--- src/rtl/key_schedule_seq.sv ---
// AES-128 key-expansion sequencer: walks round keys 0..10 out over valid/ready.
// Optional build macro KEY_STORE_EN adds an 11-entry round-key store with registered read port.

module calc_4k (
  input  logic [31:0] pi_closer,
  input  logic [31:0] pi_further,
  input  logic [31:0] pi_rcon_val,
  output logic [31:0] po_word
);

  // GF(2^8) multiply modulo x^8+x^4+x^3+x+1
  function automatic logic [7:0] gf_mul(input logic [7:0] a, input logic [7:0] b);
    logic [7:0] p;
    logic [7:0] aa;
    p  = 8'h00;
    aa = a;
    for (int i = 0; i < 8; i++) begin
      if (b[i]) p = p ^ aa;
      aa = {aa[6:0], 1'b0} ^ (aa[7] ? 8'h1b : 8'h00);
    end
    return p;
  endfunction

  // S-box as multiplicative inverse (x^254, zero maps to zero) followed by the affine map
  function automatic logic [7:0] sbox(input logic [7:0] x);
    logic [7:0] sq;
    logic [7:0] inv;
    sq  = x;
    inv = 8'h01;
    for (int i = 1; i < 8; i++) begin
      sq  = gf_mul(sq, sq);
      inv = gf_mul(inv, sq);
    end
    return inv ^ {inv[6:0], inv[7]} ^ {inv[5:0], inv[7:6]} ^
           {inv[4:0], inv[7:5]} ^ {inv[3:0], inv[7:4]} ^ 8'h63;
  endfunction

  logic [31:0] rot_c;
  logic [31:0] sub_c;

  assign rot_c = {pi_closer[23:0], pi_closer[31:24]};
  assign sub_c = {sbox(rot_c[31:24]), sbox(rot_c[23:16]), sbox(rot_c[15:8]), sbox(rot_c[7:0])};
  assign po_word = sub_c ^ pi_further ^ pi_rcon_val;

endmodule

module key_schedule_seq (
  input  logic         pi_clk,
  input  logic         pi_rst,
  input  logic         pi_start,
  input  logic [127:0] pi_key,
  input  logic         pi_key_ready,
  output logic [127:0] po_round_key,
  output logic [3:0]   po_round_idx,
  output logic         po_key_valid,
  output logic         po_busy,
  output logic         po_done,
  input  logic [3:0]   pi_rd_idx,
  output logic [127:0] po_rd_key
);

  localparam int unsigned LAST_IDX = 10;
  localparam int unsigned NUM_KEYS = 11;

  typedef enum logic {IDLE, RUN} state_t;

  state_t         state_q;
  logic [127:0]   key_q;
  logic [3:0]     idx_q;
  logic           valid_q;
  logic           busy_q;
  logic           done_q;

  logic           hs_c;
  logic [3:0]     idx_d;
  logic [127:0]   key_d;
  logic [7:0]     rc_c;
  logic [31:0]    n0_c;

  assign hs_c  = valid_q & pi_key_ready;
  assign idx_d = idx_q + 4'd1;

  // Round constant for the key about to be formed
  always_comb begin
    rc_c = 8'h00;
    case (idx_d)
      4'd1:    rc_c = 8'h01;
      4'd2:    rc_c = 8'h02;
      4'd3:    rc_c = 8'h04;
      4'd4:    rc_c = 8'h08;
      4'd5:    rc_c = 8'h10;
      4'd6:    rc_c = 8'h20;
      4'd7:    rc_c = 8'h40;
      4'd8:    rc_c = 8'h80;
      4'd9:    rc_c = 8'h1b;
      4'd10:   rc_c = 8'h36;
      default: rc_c = 8'h00;
    endcase
  end

  calc_4k u_calc_4k (
    .pi_closer   (key_q[31:0]),
    .pi_further  (key_q[127:96]),
    .pi_rcon_val ({rc_c, 24'h0}),
    .po_word     (n0_c)
  );

  always_comb begin
    key_d[127:96] = n0_c;
    key_d[95:64]  = key_d[127:96] ^ key_q[95:64];
    key_d[63:32]  = key_d[95:64]  ^ key_q[63:32];
    key_d[31:0]   = key_d[63:32]  ^ key_q[31:0];
  end

  always_ff @(posedge pi_clk or posedge pi_rst) begin
    if (pi_rst) begin
      state_q <= IDLE;
      key_q   <= '0;
      idx_q   <= '0;
      valid_q <= 1'b0;
      busy_q  <= 1'b0;
      done_q  <= 1'b0;
    end else begin
      done_q <= 1'b0;
      case (state_q)
        IDLE: begin
          if (pi_start) begin
            key_q   <= pi_key;
            idx_q   <= '0;
            valid_q <= 1'b1;
            busy_q  <= 1'b1;
            state_q <= RUN;
          end
        end
        RUN: begin
          if (hs_c) begin
            if (idx_q == 4'(LAST_IDX)) begin
              valid_q <= 1'b0;
              busy_q  <= 1'b0;
              done_q  <= 1'b1;
              state_q <= IDLE;
            end else begin
              key_q <= key_d;
              idx_q <= idx_d;
            end
          end
        end
        default: state_q <= IDLE;
      endcase
    end
  end

  assign po_round_key = key_q;
  assign po_round_idx = idx_q;
  assign po_key_valid = valid_q;
  assign po_busy      = busy_q;
  assign po_done      = done_q;

`ifdef KEY_STORE_EN
  logic [127:0] store_q [NUM_KEYS];
  logic [127:0] rd_key_q;

  // Each key is written the cycle it first becomes visible on po_round_key
  always_ff @(posedge pi_clk or posedge pi_rst) begin
    if (pi_rst) begin
      for (int i = 0; i < int'(NUM_KEYS); i++) store_q[i] <= '0;
      rd_key_q <= '0;
    end else begin
      if (state_q == IDLE && pi_start) begin
        for (int i = 1; i < int'(NUM_KEYS); i++) store_q[i] <= '0;
        store_q[0] <= pi_key;
      end else if (state_q == RUN && hs_c && idx_q != 4'(LAST_IDX)) begin
        store_q[idx_d] <= key_d;
      end
      rd_key_q <= (32'(pi_rd_idx) < NUM_KEYS) ? store_q[pi_rd_idx] : '0;
    end
  end

  assign po_rd_key = rd_key_q;
`else
  logic unused_rd_idx;

  assign unused_rd_idx = ^pi_rd_idx;
  assign po_rd_key     = '0;
`endif

endmodule
--- config.mk ---
export PLATFORM = sky130hd
export DESIGN_NAME = key_schedule_seq
export DESIGN_NICKNAME = d
export VERILOG_FILES = /design/src/rtl/key_schedule_seq.sv
export SDC_FILE = /design/constraint.sdc
export NUM_CORES = 2
export LEC_CHECK = 0
export BUFFER_PORTS_ARGS = -buffer_cell sky130_fd_sc_hd__buf_2
export CORE_MARGIN = 2
export CORE_UTILIZATION = 45
export DETAILED_ROUTE_END_ITERATION = 7
export GPL_TIMING_DRIVEN = 0
export PLACE_DENSITY = 0.6
export SLEW_MARGIN = 20
export SYNTH_ARGS = -nofsm -noshare
export SYNTH_HDL_FRONTEND = slang
export SYNTH_SLANG_ARGS = --single-unit
--- constraint.sdc ---
create_clock -name pi_clk -period 18.5 [get_ports pi_clk]
set_input_delay 1.85 -clock pi_clk [delete_from_list [all_inputs] [get_ports pi_clk]]
set_output_delay 1.85 -clock pi_clk [all_outputs]
set_load 0.01 [all_outputs]
# Yosys cells after proc, flatten, opt, wreduce, memory -nomap -nowiden
# Memory sizes are Yosys's and may differ from the RTL's.
# Cells that the tools add are included.
[word_totals]
mem_count = 1
reg_bits = 135
inputBits = 136
rom_bits = 128
[classes]
n_addsub = 1
eq_ne = 5
n_mux = 831
n_bitwise = 783
n_reduce_logical = 2
[memory_table]
columns = ["name", "words", "width", "read_ports", "rd_clocked_by_memory_dff", "write_ports", "line_no", "text"]
rows = [
  ["(name not given)", 16, 8, 1, 0, 0, "86", "case (idx_d)"],
]
[op_table]
columns = ["cell", "n"]
rows = [
  ["$xor A8 B8 Y8", 744],
  ["$mux W8", 420],
  ["$mux W5", 368],
  ["$mux W128", 3],
  ["$pmux W128 S2", 1],
  ["$xor A32 B32 Y32", 5],
  ["$mux W4", 7],
  ["$mux W7", 4],
  ["$not A1 Y1 const A", 28],
  ["$mux W6", 4],
  ["$not A4 Y4", 4],
  ["$mux W1", 13],
  ["$mux W3", 4],
  ["$mux W2", 4],
  ["$pmux W4 S2", 1],
  ["$reduce_and A3 Y1", 2],
  ["$add A4 B1 Y4 const B", 1],
  ["$eq A4 B4 Y1 const B", 1],
  ["$ne A2 B1 Y1 const B", 2],
  ["$ne A2 B2 Y1 const B", 2],
  ["$pmux W1 S2", 2],
  ["$and A1 B1 Y1", 1],
  ["$not A1 Y1", 1],
]

# Depth between registers and ports, before layout
[depth]
word_depth = 140
ltp_mapped = 69
mapped_depth_nobuf = 58

# Hierarchy
# A second synthesis with hierarchy kept.
[unflattened]
hier_cells = 9243
hier_area_um2 = 70194.8
[modules_own_cells]
columns = ["module", "area_per_inst_um2", "n_inst", "cells_each"]
rows = [
  ["calc_4k", 60927.2, 1, 8260],
  ["key_schedule_seq", 9267.6, 1, 983],
]

# Least setup slack after synthesis
# Ideal clock, no wire load.
[synth_path]
path_type = "register to register"
from = "reg key_q[16], in the netlist po_round_key[16]"
to = "reg key_q[27], in the netlist po_round_key[27]"
path_stages_with_launch = 64
required_ns = 18.396
path_slack_ns = 2.586
path_buffers = 10
t_arrival_ns = 15.810
period_less_slack_ns = 15.914
cell_sequence = "dfrtp_1 ha_1 nand2_1 xnor2_1 clkinv_1 clkbuf_1 clkbuf_1 ha_1 clkbuf_1 nand2_1 o2111a_1 nor4b_4 xor2_2 clkbuf_1 ha_1 nand2_1 xor2_1 xnor2_1 (+28 left out) or3_1 a21oi_1 or3_1 clkbuf_1 a21oi_1 a311oi_1 xnor2_2 xnor3_1 mux2i_1 xnor2_1 o21ai_0 xnor2_1 xor3_1 xnor2_4 xnor3_1 xnor2_2 a311o_1 a221oi_1"
[synth_via]
elab_chain_cells = 136
elab_cells_between_ends = 390
classes_between = "mux: 199; bitwise: 191"
[synth_lines]
columns = ["element", "line_no", "text"]
rows = [
  ["from (decl)", "68", "logic [127:0] key_q;"],
  ["from (signal assigned)", "128", "key_q <= pi_key;"],
  ["from (signal assigned)", "143", "key_q <= key_d;"],
  ["$mux W8", "18", "if (b[i]) p = p ^ aa;"],
  ["$xor A8 B8 Y8", "18", ""],
  ["$mux W8", "18", ""],
  ["$xor A8 B8 Y8", "18", ""],
  ["$mux W8", "18", ""],
  ["$xor A8 B8 Y8", "18", ""],
  ["$mux W8", "18", ""],
  ["$xor A8 B8 Y8", "18", ""],
  ["(+119 left out)", "-", ""],
  ["$xor A8 B8 Y8 (*)", "35", "{inv[4:0], inv[7:5]} ^ {inv[3:0], inv[7:4]} ^ 8'h63;"],
  ["$xor A32 B32 Y32 (*) (2 in series)", "43", "assign po_word = sub_c ^ pi_further ^ pi_rcon_val;"],
  ["$xor A32 B32 Y32 (*)", "110", "key_d[95:64] = key_d[127:96] ^ key_q[95:64];"],
  ["$xor A32 B32 Y32 (*)", "111", "key_d[63:32] = key_d[95:64] ^ key_q[63:32];"],
  ["$xor A32 B32 Y32 (*)", "112", "key_d[31:0] = key_d[63:32] ^ key_q[31:0];"],
  ["$mux W128 (*)", "137", "if (idx_q == 4'(LAST_IDX)) begin"],
  ["$mux W128 (*)", "136", "if (hs_c) begin"],
  ["$pmux W128 S2 (*)", "125", "case (state_q)"],
]
# Mark *: on every way between the ends. The rest lies on a longest branch, timed or not. The select of a mux whose other input is x is not followed.
# A chain may end at the register's enable or synchronous reset.

# Worst setup path after layout
[layout_path]
from = "reg key_q[14], in the netlist po_round_key[14]"
to = "reg key_q[22], in the netlist po_round_key[22]"
[layout_via]
elab_chain_cells = 136
elab_cells_between_ends = 394
classes_between = "mux: 202; bitwise: 192"
[layout_lines]
columns = ["element", "line_no"]
rows = [
  ["$xor A8 B8 Y8 or $mux W8 (tied branches)", "19, 18"],
  ["$xor A8 B8 Y8 or $mux W5 (tied branches)", "18, 19"],
  ["$mux W8 or $xor A8 B8 Y8 (tied branches)", "18, 19"],
  ["$xor A8 B8 Y8", "18"],
  ["$mux W8", "18"],
  ["$xor A8 B8 Y8", "18"],
  ["$mux W8", "18"],
  ["$xor A8 B8 Y8", "18"],
  ["(+119 left out)", "-"],
  ["$not A4 Y4 (no source line) (*)", "-"],
  ["$xor A32 B32 Y32 (*) (2 in series)", "43"],
  ["$xor A32 B32 Y32 (*)", "110"],
  ["$xor A32 B32 Y32 (*)", "111"],
  ["$xor A32 B32 Y32 (*)", "112"],
  ["$mux W128 (*)", "137"],
  ["$mux W128 (*)", "136"],
  ["$pmux W128 S2 (*)", "125"],
]
# Marks and branches as above.

==> flow_summary.ini <==
[detailed_routing]
drt-total-wl_mm = 245
postRouteAntennaNets = 0
routed_via_density = 5.93
drt_pass1_iterations = 8
dr.first_iter.drc_count = 7142
drc = 0
wire_per_inst_um = 22.0
vias = 66000

[flow_run]
max_cap_viol_count = 0

[global_routing]
grt_max_degree = 71
grt_use_total_pct = 32.0
grt_pass1_vias = 59900
antenna_found_initial = 24
overflow = 0
grt_pass1_wl_mm = 370

[sta]
slew-limit-headroom_pct = 18.6
hold_viol = 0
period_share_pct = 96.3
fin_worst_skew_ns = 0.0166
tns_ns = 0
rsz0062_at_grt = false
setup_violations = 0
tightest_slew_ns = 1.21
fin_crit_ns = 17.82
fmax_ghz = 0.0561
report.final.slew_viol_count = 0

[placement]
port_buffers = 266
routabilityCongestion = 1.01
hpwl_mm = 191

[floorplanning]
ios = 399
dieArea_um2 = 144000
fp-row-count = 137
die_y_um = 380
core_area_um2 = 140000
fp.dieW_um = 380
start_util_pct = 45.5

[critical_path]
crit_end = po_round_key[22]
endpoint_kind = flip-flop
cp_max_fo = 10
r2r_slack_ns = 0.68
cp.arrival_ns = 18.15
crit_required_ns = 18.83
slowest_stage = xnor2_1
reg2regPathDepth = 59
crit_start = po_round_key[14]
max_stage_delay_ns = 0.76
crit_type = reg2reg
crit_top_cell = xnor2_1
start_kind = flip-flop
r2r_start = po_round_key[14]
timing.rr.end = po_round_key[22]

[yosys]
synth_warnings = 0
yosysUniqueCellTypes = 105
syn_inst = 8778
seq_area_frac_synth_pct = 5.31
async_flop_share_pct = 100
syn_avg_cell_area_um2 = 7.24
synth-edff-count = 0
synth_area_um2 = 63600
ys_ff_latch = 135
synth_ff_type = dfrtp_1

[layout]
fill_cells = 14200
mostFrequentLayoutCell = xnor2_1
final_layout_size_suffix_gt1_share_pct = 11.2
layout_common_cells = 1595 x xnor2_1, 1180 x nor2_1, 927 x nand2_1
area_delta_synth_final_pct = 10.9
fin_nets = 9380

[clock_tree]
cts-root-buf = clkbuf_16
clk_pin_slew_ns = 0.07
h-tree-depth = 4
cts_buffers = 17
clock_latency_ns = 0.46
cts_tree = done
clock-sinks = 135
clock_path_buffers = 2

[run_status]
status = complete, no violations

[worst_hold_path]
hold_path.class = reg2reg
==> state kept, by name, indices dropped and copies added, names as in the netlist <==
signal / count
po_done: 1
po_round_idx: 4
po_round_key: 128
po_busy: 1
state_q: 1
==> worst max-delay path, delay by kind of cell (launching register included) <==
kind / cells / cell delay (ns)
AO/OA/AOI/OAI: 7 / 2.34
XOR/XNOR: 31 / 10.03
adder cells (fa/ha/maj): 1 / 0.70
buffers and inverters: 9 / 2.49
flip-flops: 1 / 0.43
multiplexers: 1 / 0.09
AND/OR/NAND/NOR: 10 / 1.56
==> cells by family after synthesis <==
| kind of cell | Yosys count | share of synthesized area, % |
|---|---|---|
| buffers and inverters | 893 | 6.35 |
| xor gates and xnor gates | 2660 | 45.2 |
| other | 1 | 0.00590 |
| muxes | 237 | 3.90 |
| DFF | 135 | 5.31 |
| AOI/OAI and AO/OA | 1915 | 19.0 |
| adders and majority gates | 27 | 0.520 |
| and+or+nand+nor | 2910 | 19.7 |
==> worst min path at each step <==
stage / start / to / slack [ns] / depth (start not counted)
2_1_floorplan: po_round_key[101] / po_round_key[101] / 0.55 / 2
3_3_place_gp: po_round_key[98] / po_round_key[98] / 0.51 / 2
3_5_place_dp: po_round_key[98] / po_round_key[98] / 0.53 / 2
4_1_cts: po_round_key[100] / po_round_key[100] / 0.55 / 2
5_1_grt: po_round_key[98] / po_round_key[98] / 0.58 / 2
6_report: po_round_key[100] / po_round_key[100] / 0.54 / 2
==> layout make-up <==
| cell class | count | area, um2 | share of cell area, % |
|---|---|---|---|
| multi-input cells | 7877 | 58400 | 82.9 |
| plain buffers | 750 | 3570 | 5.07 |
| inverters | 139 | 541 | 0.767 |
| diodes | 21 | 52.6 | 0.0746 |
| clock inverters | 12 | 116 | 0.165 |
| clock buffers | 20 | 457 | 0.648 |
| flip-flops and latches | 135 | 3380 | 4.79 |
| well taps | 1876 | 2350 | 3.33 |
| repair buffers | 300 | 1610 | 2.29 |
==> timing repair <==
action | CTS | global route
gates resized for setup | 130 | 197
buffers inserted | 16 | 16
pin swaps | 8 | 10
hold buffers | 0 | 0
endpoints found under the setup margin | 124 | 128
==> cell usage after synthesis (18+ instances only) <==
| cell type | number | share of area, % |
|---|---|---|
| a211o_1 | 20 | 0.28 |
| a211oi_1 | 63 | 0.74 |
| a21o_1 | 28 | 0.33 |
| a21oi_1 | 514 | 4.0 |
| a221oi_1 | 47 | 0.65 |
| a22oi_1 | 81 | 0.96 |
| a311oi_1 | 26 | 0.36 |
| a31oi_1 | 75 | 0.74 |
| a32oi_1 | 25 | 0.34 |
| and2_1 | 37 | 0.36 |
| and3_1 | 27 | 0.27 |
| buf_1 | 63 | 0.37 |
| buf_2 | 111 | 0.87 |
| buf_4 | 142 | 1.7 |
| clkbuf_1 | 436 | 2.6 |
| dfrtp_1 | 135 | 5.3 |
| ha_1 | 24 | 0.47 |
| inv_1 | 125 | 0.74 |
| mux2_2 | 39 | 0.69 |
| mux2i_1 | 189 | 3.0 |
| nand2_1 | 928 | 5.5 |
| nand2b_1 | 67 | 0.66 |
| nand3_1 | 254 | 2.0 |
| nand3b_1 | 21 | 0.25 |
| nor2_1 | 1184 | 7.0 |
| nor2b_1 | 77 | 0.76 |
| nor3_1 | 179 | 1.4 |
| o211ai_1 | 56 | 0.66 |
| o21a_1 | 19 | 0.22 |
| o21ai_0 | 518 | 4.1 |
| o21ai_1 | 29 | 0.23 |
| o221ai_1 | 47 | 0.65 |
| o22ai_1 | 110 | 1.1 |
| o311ai_0 | 21 | 0.29 |
| o31ai_1 | 35 | 0.41 |
| o32ai_1 | 25 | 0.34 |
| or2_2 | 18 | 0.18 |
| or3_1 | 39 | 0.38 |
| xnor2_1 | 1734 | 24 |
| xnor2_2 | 40 | 1.0 |
| xnor3_1 | 288 | 10 |
| xor2_1 | 515 | 7.1 |
| xor3_1 | 45 | 1.7 |
==> layer usage <==
layer / share of wire [%] / wire length, um / up-vias / global-route usage [%]
met2: 44 / 107000 / 3225 / 49.7
li1: - / - / 30800 / -
met3: 9.9 / 24300 / 443 / 6.15
met4: 4.2 / 10200 / 14 / 11.7
met1: 42 / 103000 / 31500 / 43.9
met5: 0.037 / 91 / - / 0
==> through the flow <==
stage               util (%)  hold slack [ns]  area [um2]  instances  setup slack, ns
floorplan                  -            0.550       64100       8905             2.59
global placement        48.4            0.509       67700      11000            -2.64
detailed placement      48.5            0.526       67800      11000            -2.26
CTS                     49.6            0.547       69300      11100          0.00373
global route            50.4            0.585       70400      11100           0.0119
finish                  50.4            0.544       70500      11100            0.683
Power is left out: the tool's default activity adds up to more than one toggle a clock period on the data nets, which glitch-free logic cannot reach.
